[src/rtl/led_pkg.sv]
// Shared encodings for the LED indicator bank.
package led_pkg;

    localparam int unsigned MODE_W = 2;

    // Per-channel operating mode, taken straight from the mode input bus
    typedef enum logic [MODE_W-1:0] {
        LED_OFF     = 2'b00,
        LED_STRETCH = 2'b01,
        LED_BLINK   = 2'b10,
        LED_ON      = 2'b11
    } led_mode_e;

    // Stretch-mode channel state
    typedef enum logic [1:0] {
        ST_IDLE = 2'b00,
        ST_ON   = 2'b01,
        ST_GAP  = 2'b10
    } led_state_e;

endpackage

[src/rtl/led_tick_gen.sv]
// Shared millisecond timebase and PWM phase counter for all LED channels.
module led_tick_gen #(
    parameter int unsigned TICK_CYC = 125_000,
    parameter int unsigned PWM_BITS = 4
) (
    input  logic                clk,
    input  logic                rst_n,
    output logic                ms_tick_c,
    output logic [PWM_BITS-1:0] pwm_nxt_c
);

    localparam int unsigned PRE_W = (TICK_CYC > 1) ? $clog2(TICK_CYC) : 1;

    logic [PRE_W-1:0]    presc_q, presc_d;
    logic [PWM_BITS-1:0] pwm_cnt_q, pwm_cnt_d;

    // Free-running prescaler with a one-cycle tick at wrap; PWM phase wraps naturally
    always_comb begin
        presc_d   = presc_q + PRE_W'(1);
        ms_tick_c = (presc_q == PRE_W'(TICK_CYC - 1));
        if (ms_tick_c) begin
            presc_d = '0;
        end
        pwm_cnt_d = pwm_cnt_q + PWM_BITS'(1);
    end

    // Timebase registers
    always_ff @(posedge clk or negedge rst_n) begin
        if (!rst_n) begin
            presc_q   <= '0;
            pwm_cnt_q <= '0;
        end else begin
            presc_q   <= presc_d;
            pwm_cnt_q <= pwm_cnt_d;
        end
    end

    // Channels gate their registered LED against the PWM phase of the coming cycle
    assign pwm_nxt_c = pwm_cnt_d;

endmodule

[src/rtl/led_indicator_bank.sv]
// Multi-channel LED driver: off / stretch / blink / on per channel with PWM dimming.
module led_indicator_bank
    import led_pkg::*;
#(
    parameter int unsigned CLK_HZ     = 125_000_000,
    parameter int unsigned N_CH       = 4,
    parameter int unsigned STRETCH_MS = 100,
    parameter int unsigned GAP_MS     = 50,
    parameter int unsigned BLINK_MS   = 250,
    parameter int unsigned PWM_BITS   = 4
) (
    input  logic                       clk,
    input  logic                       rst_n,
    input  logic [N_CH-1:0]            strobe,
    input  logic [MODE_W*N_CH-1:0]     mode,
    input  logic [PWM_BITS*N_CH-1:0]   bright,
    output logic [N_CH-1:0]            led,
    output logic [N_CH-1:0]            busy
);

    localparam int unsigned TICK_CYC = CLK_HZ / 1000;
    localparam int unsigned CNT_MAX  = (STRETCH_MS > GAP_MS) ? STRETCH_MS : GAP_MS;
    localparam int unsigned CNT_W    = $clog2(CNT_MAX + 1);
    localparam int unsigned BLK_W    = $clog2(BLINK_MS + 1);

    logic                ms_tick_c;
    logic [PWM_BITS-1:0] pwm_nxt_c;

    led_tick_gen #(
        .TICK_CYC (TICK_CYC),
        .PWM_BITS (PWM_BITS)
    ) u_tick_gen (
        .clk       (clk),
        .rst_n     (rst_n),
        .ms_tick_c (ms_tick_c),
        .pwm_nxt_c (pwm_nxt_c)
    );

    for (genvar ch = 0; ch < N_CH; ch++) begin : g_ch

        led_mode_e           mode_c;
        logic [PWM_BITS-1:0] bright_c;

        led_mode_e           mode_q;
        led_state_e          state_q, state_d;
        logic [CNT_W-1:0]    cnt_q, cnt_d;
        logic [BLK_W-1:0]    bcnt_q, bcnt_d;
        logic                pending_q, pending_d;
        logic                phase_q, phase_d;
        logic                raw_d;
        logic                led_q, led_d;
        logic                busy_q, busy_d;

        assign mode_c   = led_mode_e'(mode[MODE_W*ch +: MODE_W]);
        assign bright_c = bright[PWM_BITS*ch +: PWM_BITS];

        // Next-state for the stretch FSM and blink phase, plus registered output drive
        always_comb begin
            state_d   = state_q;
            cnt_d     = cnt_q;
            bcnt_d    = bcnt_q;
            pending_d = pending_q;
            phase_d   = phase_q;
            raw_d     = 1'b0;
            led_d     = 1'b0;
            busy_d    = 1'b0;

            if (mode_c != mode_q) begin
                // Any mode change restarts the channel; blink always opens with a lit phase
                state_d   = ST_IDLE;
                cnt_d     = '0;
                pending_d = 1'b0;
                phase_d   = 1'b1;
                bcnt_d    = BLK_W'(BLINK_MS);
            end else if (mode_c == LED_STRETCH) begin
                case (state_q)
                    ST_IDLE: begin
                        if (strobe[ch]) begin
                            state_d = ST_ON;
                            cnt_d   = CNT_W'(STRETCH_MS);
                        end
                    end
                    ST_ON: begin
                        // Retrigger takes priority over a coincident tick
                        if (strobe[ch]) begin
                            cnt_d = CNT_W'(STRETCH_MS);
                        end else if (ms_tick_c) begin
                            if (cnt_q <= CNT_W'(1)) begin
                                state_d   = ST_GAP;
                                cnt_d     = CNT_W'(GAP_MS);
                                pending_d = 1'b0;
                            end else begin
                                cnt_d = cnt_q - CNT_W'(1);
                            end
                        end
                    end
                    ST_GAP: begin
                        // Strobes during the gap are remembered and replayed when it ends
                        if (strobe[ch]) begin
                            pending_d = 1'b1;
                        end
                        if (ms_tick_c) begin
                            if (cnt_q <= CNT_W'(1)) begin
                                pending_d = 1'b0;
                                if (pending_q || strobe[ch]) begin
                                    state_d = ST_ON;
                                    cnt_d   = CNT_W'(STRETCH_MS);
                                end else begin
                                    state_d = ST_IDLE;
                                    cnt_d   = '0;
                                end
                            end else begin
                                cnt_d = cnt_q - CNT_W'(1);
                            end
                        end
                    end
                    default: begin
                        state_d   = ST_IDLE;
                        cnt_d     = '0;
                        pending_d = 1'b0;
                    end
                endcase
            end else if (mode_c == LED_BLINK) begin
                if (ms_tick_c) begin
                    if (bcnt_q <= BLK_W'(1)) begin
                        phase_d = ~phase_q;
                        bcnt_d  = BLK_W'(BLINK_MS);
                    end else begin
                        bcnt_d = bcnt_q - BLK_W'(1);
                    end
                end
            end

            case (mode_c)
                LED_OFF:     raw_d = 1'b0;
                LED_STRETCH: raw_d = (state_d == ST_ON);
                LED_BLINK:   raw_d = phase_d;
                LED_ON:      raw_d = 1'b1;
                default:     raw_d = 1'b0;
            endcase

            led_d  = raw_d && (pwm_nxt_c <= bright_c);
            busy_d = (mode_c == LED_STRETCH) && (state_d != ST_IDLE);
        end

        // Channel state and output registers
        always_ff @(posedge clk or negedge rst_n) begin
            if (!rst_n) begin
                mode_q    <= LED_OFF;
                state_q   <= ST_IDLE;
                cnt_q     <= '0;
                bcnt_q    <= '0;
                pending_q <= 1'b0;
                phase_q   <= 1'b0;
                led_q     <= 1'b0;
                busy_q    <= 1'b0;
            end else begin
                mode_q    <= mode_c;
                state_q   <= state_d;
                cnt_q     <= cnt_d;
                bcnt_q    <= bcnt_d;
                pending_q <= pending_d;
                phase_q   <= phase_d;
                led_q     <= led_d;
                busy_q    <= busy_d;
            end
        end

        assign led[ch]  = led_q;
        assign busy[ch] = busy_q;

    end

endmodule

[config.mk]
export PLATFORM = sky130hd
export DESIGN_NAME = led_indicator_bank
export DESIGN_NICKNAME = d
export VERILOG_FILES = /design/src/rtl/led_pkg.sv /design/src/rtl/led_tick_gen.sv /design/src/rtl/led_indicator_bank.sv
export SDC_FILE = /design/constraint.sdc
export NUM_CORES = 1
export LEC_CHECK = 0
export BUFFER_PORTS_ARGS = -buffer_cell sky130_fd_sc_hd__clkbuf_2
export CAP_MARGIN = 20
export CORE_ASPECT_RATIO = 2
export CORE_MARGIN = 4
export CORE_UTILIZATION = 50
export CTS_BUF_LIST = sky130_fd_sc_hd__clkbuf_8 sky130_fd_sc_hd__clkbuf_16
export DETAILED_ROUTE_END_ITERATION = 8
export GPL_TIMING_DRIVEN = 0
export PLACE_DENSITY_LB_ADDON = 0.05
export SLEW_MARGIN = 20
export SYNTH_ARGS = -nofsm -noshare
export SYNTH_HDL_FRONTEND = slang
export SYNTH_SLANG_ARGS = --single-unit
export TNS_END_PERCENT = 20
[constraint.sdc]
create_clock -name clk -period 2.6 [get_ports clk]
set_input_delay 0.13 -clock clk [delete_from_list [all_inputs] [get_ports clk]]
set_output_delay 0.13 -clock clk [all_outputs]
set_load 0.02 [all_outputs]
After elaboration in Yosys (flattened, before gate mapping)
Cells that the tools add are included.
Storage, ports and cells
  logic and storage cells: 330
  input port bits: 30
  output and inout bits: 8
  flip-flop bits (word level): 113
Operators by class
  order comparisons: 12
  bitwise gates (word level): 4
  add/subtract/negate cells: 10
  eq/ne operators: 61
  reduce and logical (&&, ||, !) cells: 48
  mux-type cells: 161
Operators by type and width (number)
  7-bit two-way mux: 36
  8-bit two-way mux: 20
  7-bit case mux with 3 select lines: 4
  2-bit two-way mux: 32
  3-bit != test (second input constant): 20
  1-bit two-way mux: 56
  8-bit by 1-bit <= comparator with 1-bit output (second input constant): 4
  2-bit nonzero test: 16
  8-bit by 1-bit subtractor with 8-bit output (second input constant): 4
  7-bit by 1-bit <= comparator with 1-bit output (second input constant): 4
  7-bit by 1-bit subtractor with 7-bit output (second input constant): 4
  2-bit by 1-bit == test with 1-bit output (second input constant): 12
  2-bit == test (second input constant): 12
  2-bit case mux with 3 select lines: 4
  5-bit AND reduction: 4
  17-bit by 1-bit adder with 17-bit output (second input constant): 1
  17-bit == test (second input constant): 1
  17-bit two-way mux: 1
  4-bit <= comparator: 4
  2-bit logical NOT: 8
  2-bit != test (second input constant): 8
  4-bit != test (second input constant): 4
  1-bit case mux with 4 select lines: 4
  4-bit AND reduction: 4
  other kinds (7): 29

Logic depth before layout (Yosys ltp)
  depth after elaboration: 10
  mapped depth: 11
  mapped depth without buffers: 9

Modules after synthesis
A second synthesis with hierarchy kept.
Unflattened totals
  cell total of the unflattened synthesis: 839
  area, all modules: 7382.1 um^2
By module, submodules not included
  led_indicator_bank: times used 1, sequential area each 2302.2 um^2, cells each 751, area each 6374.9 um^2
  led_tick_gen: times used 1, sequential area each 525.5 um^2, cells each 88, area each 1007.2 um^2

Worst setup path before layout
OpenSTA, ideal clock, no wires.
  kind: register to register
  from: register u_tick_gen.presc_q[4]
  to: register g_ch[1].led_q
  data arrival time: 2265 ps
  stages on the path, launching flop included: 8
  buffers on the path: 0
  clock period less this slack: 2396 ps
  required time: 2468 ps
  setup time: 132 ps
  setup slack: 204 ps
  cells stage by stage: dfrtp_1 or4_4 or3_4 or3_4 a211oi_2 a2111oi_4 a21oi_2 a211oi_2
Between the ends
  cells in the longest elaborated chain, start to end: 9
  elaborated cells between the ends (all ways): 14
  classes of those cells: eq/ne (2); mux (11); reduce/logical (1)
Ends and longest elaborated chain
  start: declaration: RTL line led_tick_gen.sv:14  | logic [PRE_W-1:0] presc_q, presc_d;
  start signal: assignment: RTL line led_tick_gen.sv:33  | presc_q <= presc_d;
  17-bit == test (*): RTL line led_tick_gen.sv:20  | ms_tick_c = (presc_q == PRE_W'(TICK_CYC - 1));
  2-bit two-way mux: RTL line led_indicator_bank.sv:87  | end else if (ms_tick_c) begin
  2-bit two-way mux: RTL line led_indicator_bank.sv:85  | if (strobe[ch]) begin
  2-bit case mux with 3 select lines (*): RTL line led_indicator_bank.sv:76  | case (state_q)
  2-bit two-way mux (*): RTL line led_indicator_bank.sv:75  | end else if (mode_c == LED_STRETCH) begin
  2-bit two-way mux (*): RTL line led_indicator_bank.sv:68  | if (mode_c != mode_q) begin
  named net g_ch[1].state_d[0]: RTL line led_indicator_bank.sv:45  | led_state_e state_q, state_d;
  2-bit by 1-bit == test with 1-bit output (*): RTL line led_indicator_bank.sv:136  | LED_STRETCH: raw_d = (state_d == ST_ON);
  1-bit case mux with 4 select lines (*): RTL line led_indicator_bank.sv:134  | case (mode_c)
  1-bit logical AND (*): RTL line led_indicator_bank.sv:142  | led_d = raw_d && (pwm_nxt_c <= bright_c);
  named net g_ch[1].led_d: RTL line led_indicator_bank.sv:51  | logic led_q, led_d;
  end signal: assignment: RTL line led_indicator_bank.sv:164  | led_q <= led_d;
  end: declaration: RTL line led_indicator_bank.sv:51
The timed path passes the listed nets; every way through them passes the cells marked *.
A chain may end at the register's enable or synchronous reset.

Final worst setup path
Ends and elaborated chain as after synthesis.

==> metrics <==
status finished, final reports clean; DP Area ~7500 um^2; # DRC 0; Synth area leader dfrtp_1; Worst-path clk slew 0.06 ns; final cell count without fillers 1085; n_diodes 0; gr ovfl total 0; Async SR Flop Fraction 100%; WL final between 15000 and 20000 um; Worst Clk Skew 0.0146 ns; Final nets 947; Die ar. 16300 um^2; dpl hpwl roughly 13000 um; largest net degree at the start of global routing 86; DR iter-0 viols 182; Wirelength per Cell 15.9 um; clock sink count approximately 110; final setup fails 0; YS warnings 0; Mapped Nets 875; Die X 92.2 um; Slew HR 55.3%; main area contributors after synthesis dfrtp_1, ha_1, nand2_1; CTS tree built; setup TNS 0 ns; Distinct cells, synth 76; All-Layer GR Usage 22.5%; initial antenna violation count 0; final instance area about 8400 um^2; Syn Inst Count a little over 800; area delta synth->final 19.0%; H-tree depth 4; Cell Area, Synth between 7000 and 8000 um^2; Mapped Avg Cell Area 8.75 um^2; Hold Vio Cnt, Final 0; die height approximately 180 um; Pleak about 0.0036 uW; PortBufs 35; Top FF cell, synth dfrtp_1; Crit Path Category flip-flop to flip-flop; Post-synth EDFFs 0; Hold WS 0.0792 ns; maximum clock frequency 0.392 GHz; Clk Latency, worst-skew pair approximately 0.43 ns; core area 13900 um^2; Tot Pwr ~4900 uW; register area share after synthesis 39.9%; first-pass GRT wire length roughly 30000 um; largest fanout on the critical path 4; Initial Utilization 51.1%; fin crit period between 2 and 3 ns; clock buffer depth 2; Crit path required time 2.94 ns; Placer Congestion 0.866; flops & latches, synth around 110; WP data arrival 2.89 ns; register area 2830 um^2; Max Cap Violations 0; layout cell share with drive strength beyond 1 16.1%; Final Max Slew Viols 0; Pwr per Cell Area ~580 nW/um^2; worst hold path class input port to flip-flop; io pins 38; num rows 61; Vias/cell 5.71; CTS root buf clkbuf_16; Fillers 1221; crit path launch type flip-flop; Synth top area share about two fifths; router iterations before antenna repair 4; via count ~6200; multi-input logic area 4060 um^2; vias in the first global route between 6000 and 7000; RSZ-0062 raised after global routing true; CP endpoint kind flip-flop; r2r setup slk 0.05 ns; Final ANT Viol Nets 0; Final period util approximately 100%; DP Cell Count 1036; VDD IR-drop max 472 uV; Num CTS Buffers 17; worst slew pin tran 0.668 ns
-- where the power goes --
part           total (uW)  switching (uW)  internal [uW]
combinational         682             427            255
clock                2340             840           1500
sequential           1870            54.6           1810
total                4890            1320           3570
-- through the flow --
| stage | setup WS [ns] | util (%) |
|---|---|---|
| 2_1_floorplan | 0.204 | - |
| 6_report | 0.0515 | 60.8 |
| 5_1_grt | -0.0600 | 60.8 |
| 3_3_place_gp | -0.310 | 54.0 |
| 4_1_cts | -0.00537 | 59.9 |
| 3_5_place_dp | -0.261 | 54.3 |
-- cell usage after synthesis (3+ instances only) --
cell and n:
a211oi_1 7, a21o_1 4, a21oi_1 58, a22oi_1 5
a31o_2 3, a31oi_1 11, a32oi_1 3, a41oi_1 4
and2_1 8, and3_1 9, buf_2 6, buf_4 8
clkbuf_1 19, dfrtp_1 113, ha_1 34, inv_1 45
mux2_2 4, nand2_1 84, nand2b_1 21, nand3_1 25
nand3b_1 4, nand4_1 6, nor2_1 76, nor2b_1 14
nor3_1 28, nor4_1 13, nor4_2 4, o211a_1 3
o211ai_1 5, o21a_1 5, o21ai_0 47, o21ai_1 17
o2bb2ai_1 3, o31ai_1 7, or2_2 3, or3_1 4
or4_1 3, xnor2_1 22, xor2_1 22
-- layout make-up --
class | count | area share [%]
inverters | 45 | 2.00
clock buffers | 21 | 5.69
plain buffers | 35 | 2.39
multi-input cells | 618 | 48.0
repair buffers | 53 | 4.28
flip-flops and latches | 113 | 33.5
well taps | 189 | 2.80
clock inverters | 11 | 1.30
-- per-layer routing --
layer	global-route usage, %	routed length [um]	vias to the layer above
met4	8.68	365	0
met2	43.3	9790	92
met1	24.1	6760	3036
met5	0	0	-
li1	-	-	3047
met3	3.75	363	24
-- final timing paths --
path	startpoint	end	cells after the start
worst max-delay path	u_tick_gen.presc_q[4]	g_ch[1].led_q	6
worst min-delay path	strobe[0]	g_ch[0].pending_q	3
worst max register to register	u_tick_gen.presc_q[4]	g_ch[1].led_q	6
worst min register to register	g_ch[0].bcnt_q[7]	g_ch[0].bcnt_q[7]	1
max in group asynchronous	rst_n	g_ch[0].pending_q	3
min in group asynchronous	rst_n	u_tick_gen.pwm_cnt_q[0]	2
-- repair_timing --
action                     in CTS  in global routing
setup endpoints to repair      44                 40
pin swaps                       6                  4
setup buffers                   4                  4
hold buffers                    9                  0
resized for setup              12                 25
hold endpoints to repair       37                  0
-- critical path, stage by stage, from the launching register on --
cell and delay [ns]:
dfrtp_1 0.42, or4_4 0.57, or3_4 0.39, or3_4 0.44, a2111oi_4 0.38, a21oi_2 0.10, a211oi_2 0.17
-- layout by cell type, fill, tap and decap left out, types with 5 or more instances in the layout --
master,synthesis,routed
o21a_1,5,5
a22oi_1,5,5
nor4_1,13,9
xnor2_1,22,22
nor3_1,28,28
clkbuf_1,19,16
o21ai_0,47,45
clkbuf_8,0,5
nor4_2,4,8
a211oi_1,7,6
a31oi_1,11,10
buf_4,8,18
clkbuf_16,0,17
dlygate4sd3_1,0,9
inv_1,45,45
nor2b_1,14,14
xor2_1,22,21
nor2_1,76,76
o21ai_1,17,18
clkinv_2,0,7
and2_1,8,8
nand2_1,84,83
nand2b_1,21,21
nand4_1,6,6
ha_1,34,34
o211ai_1,5,5
dfrtp_1,113,113
nand3_1,25,25
and3_1,9,9
a21oi_1,58,56
clkbuf_2,0,37
-- registers in the layout, indices dropped and copies added, names as in the netlist --
name,flops
g_ch.cnt_q,28
g_ch.bcnt_q,32
g_ch.led_q,4
g_ch.state_q,8
g_ch.busy_q,4
u_tick_gen.presc_q,17
u_tick_gen.pwm_cnt_q,4
g_ch.pending_q,4
g_ch.phase_q,4
g_ch.mode_q,8
-- cells by family (layout without fill, tap and decap cells) --
family	Yosys count	count (layout)	share of synthesized area, %
buf+inv	80	165	4.97
simple gates	316	316	22.5
xor+xnor	44	44	5.43
compound gates	218	218	20.3
fa+ha+maj	34	34	6.00
flops	113	113	39.9
mux	6	6	0.917
(Power assumes the default switching activity.)
